## src/rtl/irig_frame_decoder.sv

```systemverilog
// IRIG-B frame decoder: pulse-width symbol classifier, HUNT/SYNC/TRACK frame sync, BCD time decode.
// Define IRIG_SBS_EN to add the straight-binary-seconds output ts_sbs.
module irig_frame_decoder #(
  parameter int CLK_HZ      = 10000000,
  parameter int LOCK_FRAMES = 2,
  parameter int ERR_W       = 16
) (
  input  logic             clk,
  input  logic             rst,
  input  logic             irigb,
  output logic             pps,
  output logic             ts_valid,
  output logic [5:0]       ts_sec,
  output logic [5:0]       ts_min,
  output logic [4:0]       ts_hour,
  output logic [8:0]       ts_day,
  output logic [6:0]       ts_year,
`ifdef IRIG_SBS_EN
  output logic [16:0]      ts_sbs,
`endif
  output logic             locked,
  output logic [ERR_W-1:0] err_count
);
  localparam int P  = CLK_HZ / 100;
  localparam int CW = $clog2(P * 3 / 2 + 2);
  localparam logic [CW-1:0] T_GL   = CW'(P / 10);
  localparam logic [CW-1:0] T_ZERO = CW'(P * 35 / 100);
  localparam logic [CW-1:0] T_ONE  = CW'(P * 65 / 100);
  localparam logic [CW-1:0] T_MARK = CW'(P * 90 / 100);
  localparam logic [CW-1:0] T_TO   = CW'(P * 3 / 2);

  localparam logic [1:0] SYM_ZERO = 2'd0;
  localparam logic [1:0] SYM_ONE  = 2'd1;
  localparam logic [1:0] SYM_MARK = 2'd2;
  localparam logic [1:0] SYM_ERR  = 2'd3;

  localparam logic [1:0] HUNT  = 2'd0;
  localparam logic [1:0] SYNC  = 2'd1;
  localparam logic [1:0] TRACK = 2'd2;

  function automatic logic [CW-1:0] sat_cnt(input logic [CW-1:0] c);
    return (c >= T_TO) ? c : c + 1'b1;
  endfunction

  function automatic logic [ERR_W-1:0] sat_err(input logic [ERR_W-1:0] e);
    return (&e) ? e : e + 1'b1;
  endfunction

  function automatic logic [9:0] bcd_val(input logic [3:0] h, input logic [3:0] t, input logic [3:0] u);
    return 10'(h) * 10'd100 + 10'(t) * 10'd10 + 10'(u);
  endfunction

  function automatic logic dig_bad(input logic [3:0] d);
    return d > 4'd9;
  endfunction

  logic [2:0]       sync_q, sync_d;
  logic [CW-1:0]    hi_cnt_q, hi_cnt_d, per_cnt_q, per_cnt_d, width;
  logic             armed_q, armed_d, pps_arm_q, pps_arm_d, prev_mark_q, prev_mark_d;
  logic [1:0]       state_q, state_d, sym;
  logic [6:0]       idx_q, idx_d, nidx;
  logic [3:0]       pos_q, pos_d, npos;
  logic [7:0]       good_q, good_d;
  logic [99:0]      frame_q, frame_d;
  logic [ERR_W-1:0] err_q, err_d;
  logic             pps_p_q, pps_p_d, pps_q, pps_d, ts_valid_q, ts_valid_d;
  logic [5:0]       ts_sec_q, ts_sec_d, ts_min_q, ts_min_d;
  logic [4:0]       ts_hour_q, ts_hour_d;
  logic [8:0]       ts_day_q, ts_day_d;
  logic [6:0]       ts_year_q, ts_year_d;
  logic             rise, fall, sym_vld, timeout, need_mark, sym_ok, dec_bad, sbs_bad, frame_unused;
  logic [9:0]       sec_b, min_b, hr_b, day_b, yr_b;

  assign rise    = sync_q[1] & ~sync_q[2];
  assign fall    = ~sync_q[1] & sync_q[2];
  assign width   = hi_cnt_q + 1'b1;
  assign sym_vld = fall && (width >= T_GL);
  assign sym     = (width < T_ZERO) ? SYM_ZERO : (width < T_ONE) ? SYM_ONE :
                   (width < T_MARK) ? SYM_MARK : SYM_ERR;
  // Timeout only while the line is settled low, so a long valid high never trips it.
  assign timeout = armed_q && !sync_q[1] && !sync_q[2] && (per_cnt_q >= T_TO);

  assign nidx      = (idx_q == 7'd99) ? 7'd0 : idx_q + 7'd1;
  assign npos      = (pos_q == 4'd9) ? 4'd0 : pos_q + 4'd1;
  assign need_mark = (npos == 4'd9) || (nidx == 7'd0);

  assign sec_b = bcd_val(4'd0, {1'b0, frame_q[8:6]}, frame_q[4:1]);
  assign min_b = bcd_val(4'd0, {1'b0, frame_q[17:15]}, frame_q[13:10]);
  assign hr_b  = bcd_val(4'd0, {2'b0, frame_q[26:25]}, frame_q[23:20]);
  assign day_b = bcd_val({2'b0, frame_q[41:40]}, frame_q[38:35], frame_q[33:30]);
  assign yr_b  = bcd_val(4'd0, frame_q[58:55], frame_q[53:50]);
  assign frame_unused = ^frame_q;

`ifdef IRIG_SBS_EN
  logic [16:0] sbs_b, ts_sbs_q, ts_sbs_d;
  assign sbs_b   = {frame_q[97:90], frame_q[88:80]};
  assign sbs_bad = sbs_b > 17'd86399;
  assign ts_sbs  = ts_sbs_q;
`else
  assign sbs_bad = 1'b0;
`endif

  assign dec_bad = dig_bad(frame_q[4:1]) | dig_bad(frame_q[13:10]) | dig_bad(frame_q[23:20]) |
                   dig_bad(frame_q[33:30]) | dig_bad(frame_q[38:35]) | dig_bad(frame_q[53:50]) |
                   dig_bad(frame_q[58:55]) | (sec_b > 10'd59) | (min_b > 10'd59) | (hr_b > 10'd23) |
                   (day_b == 10'd0) | (day_b > 10'd366) | (yr_b > 10'd99) | sbs_bad;

  always_comb begin
    sync_d      = {sync_q[1:0], irigb};
    hi_cnt_d    = hi_cnt_q;
    per_cnt_d   = sat_cnt(per_cnt_q);
    armed_d     = armed_q;
    pps_arm_d   = pps_arm_q;
    prev_mark_d = prev_mark_q;
    state_d     = state_q;
    idx_d       = idx_q;
    pos_d       = pos_q;
    good_d      = good_q;
    frame_d     = frame_q;
    err_d       = err_q;
    sym_ok      = 1'b0;
    ts_valid_d  = 1'b0;
    // The index-0 rising edge is the one following an accepted index-99 mark.
    pps_p_d     = rise && (state_q == TRACK) && (idx_q == 7'd99) && pps_arm_q;
    pps_d       = pps_p_q;
    if (rise) begin
      hi_cnt_d  = '0;
      pps_arm_d = 1'b0;
    end else if (sync_q[1]) begin
      hi_cnt_d = sat_cnt(hi_cnt_q);
    end
    if (sym_vld) begin
      per_cnt_d = width;
      armed_d   = 1'b1;
    end
    if (timeout) begin
      armed_d     = 1'b0;
      prev_mark_d = 1'b0;
      if (state_q != HUNT) begin
        state_d = HUNT;
        good_d  = '0;
        err_d   = sat_err(err_q);
      end
    end else if (sym_vld) begin
      pps_arm_d = 1'b1;
      if (state_q == HUNT) begin
        prev_mark_d = (sym == SYM_MARK);
        if ((sym == SYM_MARK) && prev_mark_q) begin
          state_d = SYNC;
          idx_d   = '0;
          pos_d   = '0;
          good_d  = '0;
        end
      end else begin
        sym_ok = (sym == SYM_MARK) ? need_mark : ((sym != SYM_ERR) && !need_mark);
        if (!sym_ok) begin
          state_d     = HUNT;
          good_d      = '0;
          prev_mark_d = 1'b0;
          err_d       = sat_err(err_q);
        end else begin
          idx_d = nidx;
          pos_d = npos;
          if (sym != SYM_MARK) frame_d[nidx] = (sym == SYM_ONE);
          if (nidx == 7'd0) begin
            if ((state_q == TRACK) || (good_q + 8'd1 >= 8'(LOCK_FRAMES))) begin
              state_d = TRACK;
              if (dec_bad) err_d = sat_err(err_q);
              else         ts_valid_d = 1'b1;
            end else begin
              good_d = good_q + 8'd1;
            end
          end
        end
      end
    end
    ts_sec_d  = ts_valid_d ? sec_b[5:0] : ts_sec_q;
    ts_min_d  = ts_valid_d ? min_b[5:0] : ts_min_q;
    ts_hour_d = ts_valid_d ? hr_b[4:0]  : ts_hour_q;
    ts_day_d  = ts_valid_d ? day_b[8:0] : ts_day_q;
    ts_year_d = ts_valid_d ? yr_b[6:0]  : ts_year_q;
`ifdef IRIG_SBS_EN
    ts_sbs_d  = ts_valid_d ? sbs_b : ts_sbs_q;
`endif
  end

  always_ff @(posedge clk or posedge rst) begin
    if (rst) begin
      sync_q      <= '0;
      hi_cnt_q    <= '0;
      per_cnt_q   <= '0;
      armed_q     <= 1'b0;
      pps_arm_q   <= 1'b0;
      prev_mark_q <= 1'b0;
      state_q     <= HUNT;
      idx_q       <= '0;
      pos_q       <= '0;
      good_q      <= '0;
      err_q       <= '0;
      pps_p_q     <= 1'b0;
      pps_q       <= 1'b0;
      ts_valid_q  <= 1'b0;
      ts_sec_q    <= '0;
      ts_min_q    <= '0;
      ts_hour_q   <= '0;
      ts_day_q    <= '0;
      ts_year_q   <= '0;
`ifdef IRIG_SBS_EN
      ts_sbs_q    <= '0;
`endif
    end else begin
      sync_q      <= sync_d;
      hi_cnt_q    <= hi_cnt_d;
      per_cnt_q   <= per_cnt_d;
      armed_q     <= armed_d;
      pps_arm_q   <= pps_arm_d;
      prev_mark_q <= prev_mark_d;
      state_q     <= state_d;
      idx_q       <= idx_d;
      pos_q       <= pos_d;
      good_q      <= good_d;
      err_q       <= err_d;
      pps_p_q     <= pps_p_d;
      pps_q       <= pps_d;
      ts_valid_q  <= ts_valid_d;
      ts_sec_q    <= ts_sec_d;
      ts_min_q    <= ts_min_d;
      ts_hour_q   <= ts_hour_d;
      ts_day_q    <= ts_day_d;
      ts_year_q   <= ts_year_d;
`ifdef IRIG_SBS_EN
      ts_sbs_q    <= ts_sbs_d;
`endif
    end
  end

  // Frame bits are pure data and are always fully rewritten before being decoded.
  always_ff @(posedge clk) frame_q <= frame_d;

  assign pps       = pps_q;
  assign ts_valid  = ts_valid_q;
  assign ts_sec    = ts_sec_q;
  assign ts_min    = ts_min_q;
  assign ts_hour   = ts_hour_q;
  assign ts_day    = ts_day_q;
  assign ts_year   = ts_year_q;
  assign locked    = (state_q == TRACK);
  assign err_count = err_q;
endmodule

```

## config.mk

```make
export PLATFORM = sky130hd
export DESIGN_NAME = irig_frame_decoder
export DESIGN_NICKNAME = d
export VERILOG_FILES = /design/src/rtl/irig_frame_decoder.sv
export SDC_FILE = /design/constraint.sdc
export NUM_CORES = 1
export LEC_CHECK = 0
export CAP_MARGIN = 20
export CORE_UTILIZATION = 55
export CTS_BUF_LIST = sky130_fd_sc_hd__clkbuf_8
export DETAILED_ROUTE_END_ITERATION = 10
export PLACE_DENSITY = 0.72
export SLEW_MARGIN = 20
export SYNTH_ARGS = -nofsm -noshare
export SYNTH_HDL_FRONTEND = slang
export SYNTH_SLANG_ARGS = --single-unit
export TNS_END_PERCENT = 30
```

## constraint.sdc

```tcl
create_clock -name clk -period 8.1 [get_ports clk]
set_input_delay 0.81 -clock clk [delete_from_list [all_inputs] [get_ports clk]]
set_output_delay 0.81 -clock clk [all_outputs]
set_load 0.1 [all_outputs]
```

==> results of run 1 <==
path summary, 6_finish.rpt:
check,start,to,slack (ns)
hold / removal,sync_q[0],sync_q[1],0.35
min in group asynchronous,rst,ts_day[4],0.84
hold reg to reg,sync_q[0],sync_q[1],0.35
setup reg to reg,hi_cnt_q[0],ts_year[5],3.38
setup / recovery,hi_cnt_q[0],ts_year[5],3.38
max in group asynchronous,rst,per_cnt_q[15],6.01
stage by stage:
step / power (mW) / utilization [%] / instances
floorplan: 0.828 / - / 923
global placement: 0.838 / 61.5 / 1160
detailed placement: 0.838 / 61.5 / 1160
CTS: 1.44 / 64.0 / 1192
global route: 1.47 / 64.0 / 1192
finish: 1.42 / 64.0 / 1192
routing by layer:
| layer | track usage [%] | up-vias | part of all wire, % | routed length (µm) |
|---|---|---|---|---|
| li1 | - | 3397 | - | - |
| met1 | 30.3 | 3334 | 44 | 8400 |
| met2 | 40.6 | 179 | 50 | 9580 |
| met3 | 3.91 | 35 | 3.8 | 738 |
| met4 | 9.74 | 0 | 2.4 | 465 |
| met5 | 0 | - | 0 | 0 |
power by group through the flow:
stage	registers, mW	logic, mW	clock network (mW)
finish	0.794	0.0271	0.597
global route	0.795	0.0307	0.645
CTS	0.794	0.0281	0.613
detailed placement	0.810	0.0282	0
global placement	0.810	0.0282	0
floorplan	0.808	0.0204	0
cell usage in the layout, fill, tap and decap left out, types with 6 or more instances in the layout:
| cell | count |
|---|---|
| edfxtp_1 | 38 |
| mux2_1 | 10 |
| a21o_1 | 9 |
| ha_1 | 46 |
| nor3_1 | 16 |
| inv_1 | 46 |
| xor2_1 | 30 |
| o31ai_1 | 18 |
| a211oi_1 | 8 |
| mux2i_1 | 12 |
| buf_4 | 9 |
| clkdlybuf4s50_1 | 54 |
| a21oi_1 | 31 |
| o21ai_0 | 53 |
| nand3_1 | 34 |
| nor2_1 | 102 |
| nand2b_1 | 10 |
| nand4_1 | 17 |
| fa_1 | 9 |
| xnor2_1 | 44 |
| nor2b_1 | 6 |
| clkbuf_8 | 18 |
| o211ai_1 | 6 |
| nand2_1 | 70 |
| and2_1 | 14 |
| mux2_2 | 17 |
| dfrtp_1 | 115 |
| and3_1 | 20 |
| a31oi_1 | 8 |
| and4_1 | 9 |
flip-flops by register name, summed over array words and instances, names as in the netlist, 2 cells and up:
signal	cells
ts_year	7
good_q	8
hi_cnt_q	18
ts_hour	5
state_q	2
ts_sec	6
frame_q	38
ts_day	9
per_cnt_q	18
sync_q	3
ts_min	6
pos_q	4
err_count	16
idx_q	7
cell families after synthesis:
group                    count (synthesis)
multiplexers                            39
AND/OR/NAND/NOR                        336
XOR/XNOR                                74
adder cells (fa/ha/maj)                 55
flip-flops                             153
AO/OA/AOI/OAI                          181
buffers and inverters                   85
cell type report:
cell class	instances	area share, %
inverters	43	1.59
clock buffers	18	2.41
well taps	216	2.63
flip-flops and latches	153	39.1
clock inverters	14	1.53
repair buffers	63	5.92
multi-input cells	685	46.8
==> results.sh, run 1 <==
export IMPL_synth_largest_area_cell="dfrtp_1"
export IMPL_dpl_cell_area_um2=9870
export IMPL_cp_depth=12
export IMPL_hold_class="register to register"
export IMPL_cts_root_buf="clkbuf_8"
export IMPL_path_class="register to register"
export IMPL_avgViaCountPerCell=5.83
export IMPL_crit_slowest_cell="nor3_1"
export IMPL_leakage_nw=4.19
export IMPL_yosysMostFrequentCell="dfrtp_1"
export IMPL_syn_inst=923
export IMPL_overflow=0
export IMPL_required_ns=8.44
export IMPL_synthArstFlopShare_pct=75.2
export IMPL_numCtsBuffers=17
export IMPL_drt_iter0_markers=453
export IMPL_synthXorXnorAreaFrac_pct=7.08
export IMPL_syn_cell_area_um2=9160
export IMPL_peakVddDrop_v=0.000104
export IMPL_cts_tree="built"
export IMPL_drt_wl_total_um=19200
export IMPL_synth_top_family_by_area="simple AND/OR/NAND/NOR gates"
export IMPL_netlist_top_cells_area="dfrtp_1 (31%), edfxtp_1 (12%), ha_1 (6.3%), xnor2_1 (4.2%), nor2_1 (4.2%)"
export IMPL_grt_pass1_wl_um=31500
export IMPL_fillCellCount=1312
export IMPL_post_place_ws_ns=3.42
export IMPL_cts_resized=0
export IMPL_crit_family="simple AND/OR/NAND/NOR gates"
export IMPL_fmax_mhz=212
export IMPL_syn_nets=981
export IMPL_arrival_ns=5.06
export IMPL_cts_sinks=153
export IMPL_synthFlopType="dfrtp_1"
export IMPL_r2r_cells=12
export IMPL_status="completed"
export IMPL_fp_coreArea_um2=16100
export IMPL_clock_path_buffers=2
export IMPL_htree_levels=4
export IMPL_cts_setup_buffers=0
export IMPL_layout_setup_ws_ns=3.38
export IMPL_num_vias=6945
export IMPL_switching_share_pct=22.1
export IMPL_crit_chain="ha_1 > nand3_1 > nor3_1 > nand2b_1 > a211oi_1 > o21ai_0 > a311oi_4 > buf_4 > o211ai_4 > nor4_4 > buf_4 > mux2_2"
export IMPL_hold_viol=0
export IMPL_final_antenna_net_count=0
export IMPL_synth_simple_area_share_pct=18.8
export IMPL_netlist_area_leader_share_pct=31.4
export IMPL_synth_seq_cells=153
export IMPL_final_setup_tns_ns=0
export IMPL_critical_path_buf_inv_count=2
export IMPL_place_congestion=0.853
export IMPL_yosys_top_cells_count="dfrtp_1 (115), nor2_1 (102), nand2_1 (70)"
export IMPL_antenna_cells=0
export IMPL_pwr_share_comb_pct=1.9
export IMPL_final_nets=1021
export IMPL_drc=0
export IMPL_antenna_found_initial=0
export IMPL_grt_max_degree=60
export IMPL_seq_area_frac_synth_pct=43.9
export IMPL_whs_path_depth=0
export IMPL_synthDistinctLibCells=76
export IMPL_multiInputGateArea_um2=4810
export IMPL_area_growth_pct=12.2
export IMPL_initial_utilization_pct=57.0
export IMPL_synth_edff_count=38
export IMPL_path_max_fanout=36
export IMPL_hpwl_um=13600
export IMPL_cap_violations=0
export IMPL_synth_compound_area_share_pct=13.5
export IMPL_power_switching_mw=0.313
export IMPL_num_rows=46
export IMPL_post_drt_wl_per_cell_um=16.1
export IMPL_start_kind="register"
export IMPL_die_y_um=131
export IMPL_synthMuxAreaShare_pct=4.63
export IMPL_dieWidth_um=131
export IMPL_clock_latency_ns=0.45
export IMPL_layout_drive_gt1_share_pct=7.27
export IMPL_ys_warnings_count=0
export IMPL_setup_viol=0
export IMPL_end_kind="register"
export IMPL_max_stage_delay_ns=0.61
export IMPL_io_pins=55
export IMPL_grt_pass1_vias=6430
export IMPL_avgSynthCellArea_um2=9.92
export IMPL_ctsHoldBuffers=0
export IMPL_power_density_nw_per_um2=138
export IMPL_whs_ns=0.352
export IMPL_grt_usage_pct=23.8
export IMPL_skew_ns=0.0126
export IMPL_final_area_um2=10300
export IMPL_slew_headroom_pct=32.2
export IMPL_finalMaxSlewViolations=0
export IMPL_sequentialPowerShare_pct=56.0
export IMPL_dieArea_um2=17200
export IMPL_path_clk_slew_ns=0.08
export IMPL_period_minus_slack_ns=4.72
export IMPL_grt_setup_unrepaired="no"
export IMPL_portBuffers=54
export IMPL_p_int_mw=1.10
export IMPL_synth_fa_ha_area_share_pct=8.25
export IMPL_final_period_utilization_pct=58.3
export IMPL_p_clk_share_pct=42.1
export IMPL_worst_pin_slew_ns=1.01
export IMPL_regArea_um2=4020
export IMPL_firstDrtPassIters=5
export IMPL_cp_common_cell="buf_4"
Note: power is estimated with default switching activity, not from simulation.
==> inputs of run 2 (changes only) <==
clock period = 4.6 ns   (was 8.1 ns; I/O delays follow)
==> results.sh, run 2 (same netlist as run 1, synthesis figures left out) <==
export IMPL_finalMaxSlewViolations=0
export IMPL_whs_endpoint="sync_q[1]"
export IMPL_grt_usage_pct=24.6
export IMPL_end_kind="register"
export IMPL_reg2reg_to="ts_day[8]"
export IMPL_hold_viol=0
export IMPL_layout_setup_ws_ns=0.287
export IMPL_fmax_mhz=232
export IMPL_clock_path_buffers=2
export IMPL_dieArea_um2=17200
export IMPL_slew_headroom_pct=34.9
export IMPL_met1_length_um=8700
export IMPL_regArea_um2=4020
export IMPL_peakVddDrop_v=0.000174
export IMPL_io_pins=55
export IMPL_largest_register_ffs=38
export IMPL_reg2reg_slack_ns=0.29
export IMPL_worst_pin_slew_ns=0.973
export IMPL_fp_coreArea_um2=16100
export IMPL_cts_sinks=153
export IMPL_period_minus_slack_ns=4.31
export IMPL_area_growth_pct=13.4
export IMPL_largest_register="frame_q"
export IMPL_met2WireLength_um=9450
export IMPL_multiInputGateArea_um2=4820
export IMPL_die_y_um=131
export IMPL_grt_setup_unrepaired="no"
export IMPL_antenna_cells=0
export IMPL_leakage_nw=4.22
export IMPL_path_max_fanout=36
export IMPL_path_clk_slew_ns=0.09
export IMPL_status="completed"
export IMPL_grt_pass1_vias=6656
export IMPL_htree_levels=4
export IMPL_skew_ns=0.0142
export IMPL_cap_violations=0
export IMPL_overflow=0
export IMPL_utilization_pct=64.7
export IMPL_power_density_nw_per_um2=239
export IMPL_antenna_found_initial=0
export IMPL_cts_setup_buffers=0
export IMPL_firstDrtPassIters=5
export IMPL_drc=0
export IMPL_setup_viol=0
export IMPL_layout_drive_gt1_share_pct=8.81
export IMPL_whs_path_depth=0
export IMPL_cts_tree="built"
export IMPL_hold_class="register to register"
export IMPL_grt_max_degree=70
export IMPL_required_ns=4.95
export IMPL_drt_wl_total_um=19300
export IMPL_dieWidth_um=131
export IMPL_cts_root_buf="clkbuf_8"
export IMPL_path_class="register to register"
export IMPL_top_regs="frame_q: 38 flops, hi_cnt_q: 18 flops, per_cnt_q: 18 flops"
export IMPL_final_period_utilization_pct=93.8
export IMPL_ctsHoldBuffers=0
export IMPL_layout_cells_most_common_list="dfrtp_1 (115), nor2_1 (102), nand2_1 (70), clkdlybuf4s50_1 (54), o21ai_0 (53)"
export IMPL_num_rows=46
export IMPL_hpwl_um=14000
export IMPL_worstHoldStart="sync_q[0]"
export IMPL_post_place_ws_ns=0.310
export IMPL_clock_latency_ns=0.47
export IMPL_portBuffers=54
export IMPL_final_nets=1034
export IMPL_wl_met3_um=758
export IMPL_final_setup_tns_ns=0
export IMPL_grt_pass1_wl_um=32600
export IMPL_cts_resized=0
export IMPL_r2r_cells=13
export IMPL_drt_iter0_markers=331
export IMPL_avgViaCountPerCell=5.78
export IMPL_arrival_ns=4.66
export IMPL_final_antenna_net_count=0
export IMPL_highest_layer="met4"
export IMPL_num_vias=6962
export IMPL_final_common_cell="dfrtp_1"
export IMPL_r2r_start="frame_q[36]"
export IMPL_numCtsBuffers=17
export IMPL_fillCellCount=1337
export IMPL_start_kind="register"
export IMPL_post_drt_wl_per_cell_um=16.0
export IMPL_initial_utilization_pct=57.0
export IMPL_place_congestion=0.875
==> run 2: routing by layer <==
| metal | global-route usage (%) | vias to the layer above |
|---|---|---|
| met5 | 0 | - |
| met1 | 31.4 | 3354 |
| met2 | 41.5 | 157 |
| li1 | - | 3425 |
| met3 | 5.17 | 26 |
| met4 | 8.99 | 0 |
==> run 2: worst max-delay path, cell delays in order (launching register included) <==
cell and delay, ns:
edfxtp_1 0.44, ha_1 0.32, ha_1 0.22, fa_1 0.38
xor2_1 0.17, ha_1 0.28, ha_1 0.35, a31o_2 0.27
xor2_1 0.16, a31o_2 0.22, a2111o_1 0.52, nor4_4 0.23
buf_12 0.26, mux2_2 0.36
==> run 2: layout make-up <==
class / count / area share, %
sequential: 153 / 38.7
timing repair buffer: 76 / 6.92
multi-input combinational: 685 / 46.4
clock inverter: 13 / 1.42
inverter: 43 / 1.58
clock buffer: 18 / 2.39
tap: 216 / 2.60
==> run 2: worst max path at each step <==
stage	from	endpoint	slack (ns)
floorplan	frame_q[36]	ts_min[0]	0.40
global placement	frame_q[36]	err_count[1]	0.36
detailed placement	frame_q[36]	ts_sec[2]	0.31
CTS	frame_q[36]	ts_day[8]	0.29
global route	frame_q[36]	err_count[13]	0.04
finish	frame_q[36]	ts_day[8]	0.29
==> run 2: power by group <==
group	switching, mW	internal, mW	leakage [nW]
Combinational	0.0357	0.0114	2.19
Sequential	0.0101	1.39	1.85
Clock	0.533	0.498	0.189
==> run 2: metrics by stage <==
| stage | instance area, µm² | total power, mW | hold WS, ns | std cells |
|---|---|---|---|---|
| global route | 10400 | 2.57 | 0.362 | 1204 |
| detailed placement | 9990 | 1.48 | 0.335 | 1173 |
| floorplan | 9160 | 1.46 | 0.331 | 923 |
| finish | 10400 | 2.48 | 0.353 | 1204 |
| global placement | 9980 | 1.48 | 0.333 | 1173 |
| CTS | 10400 | 2.51 | 0.355 | 1204 |
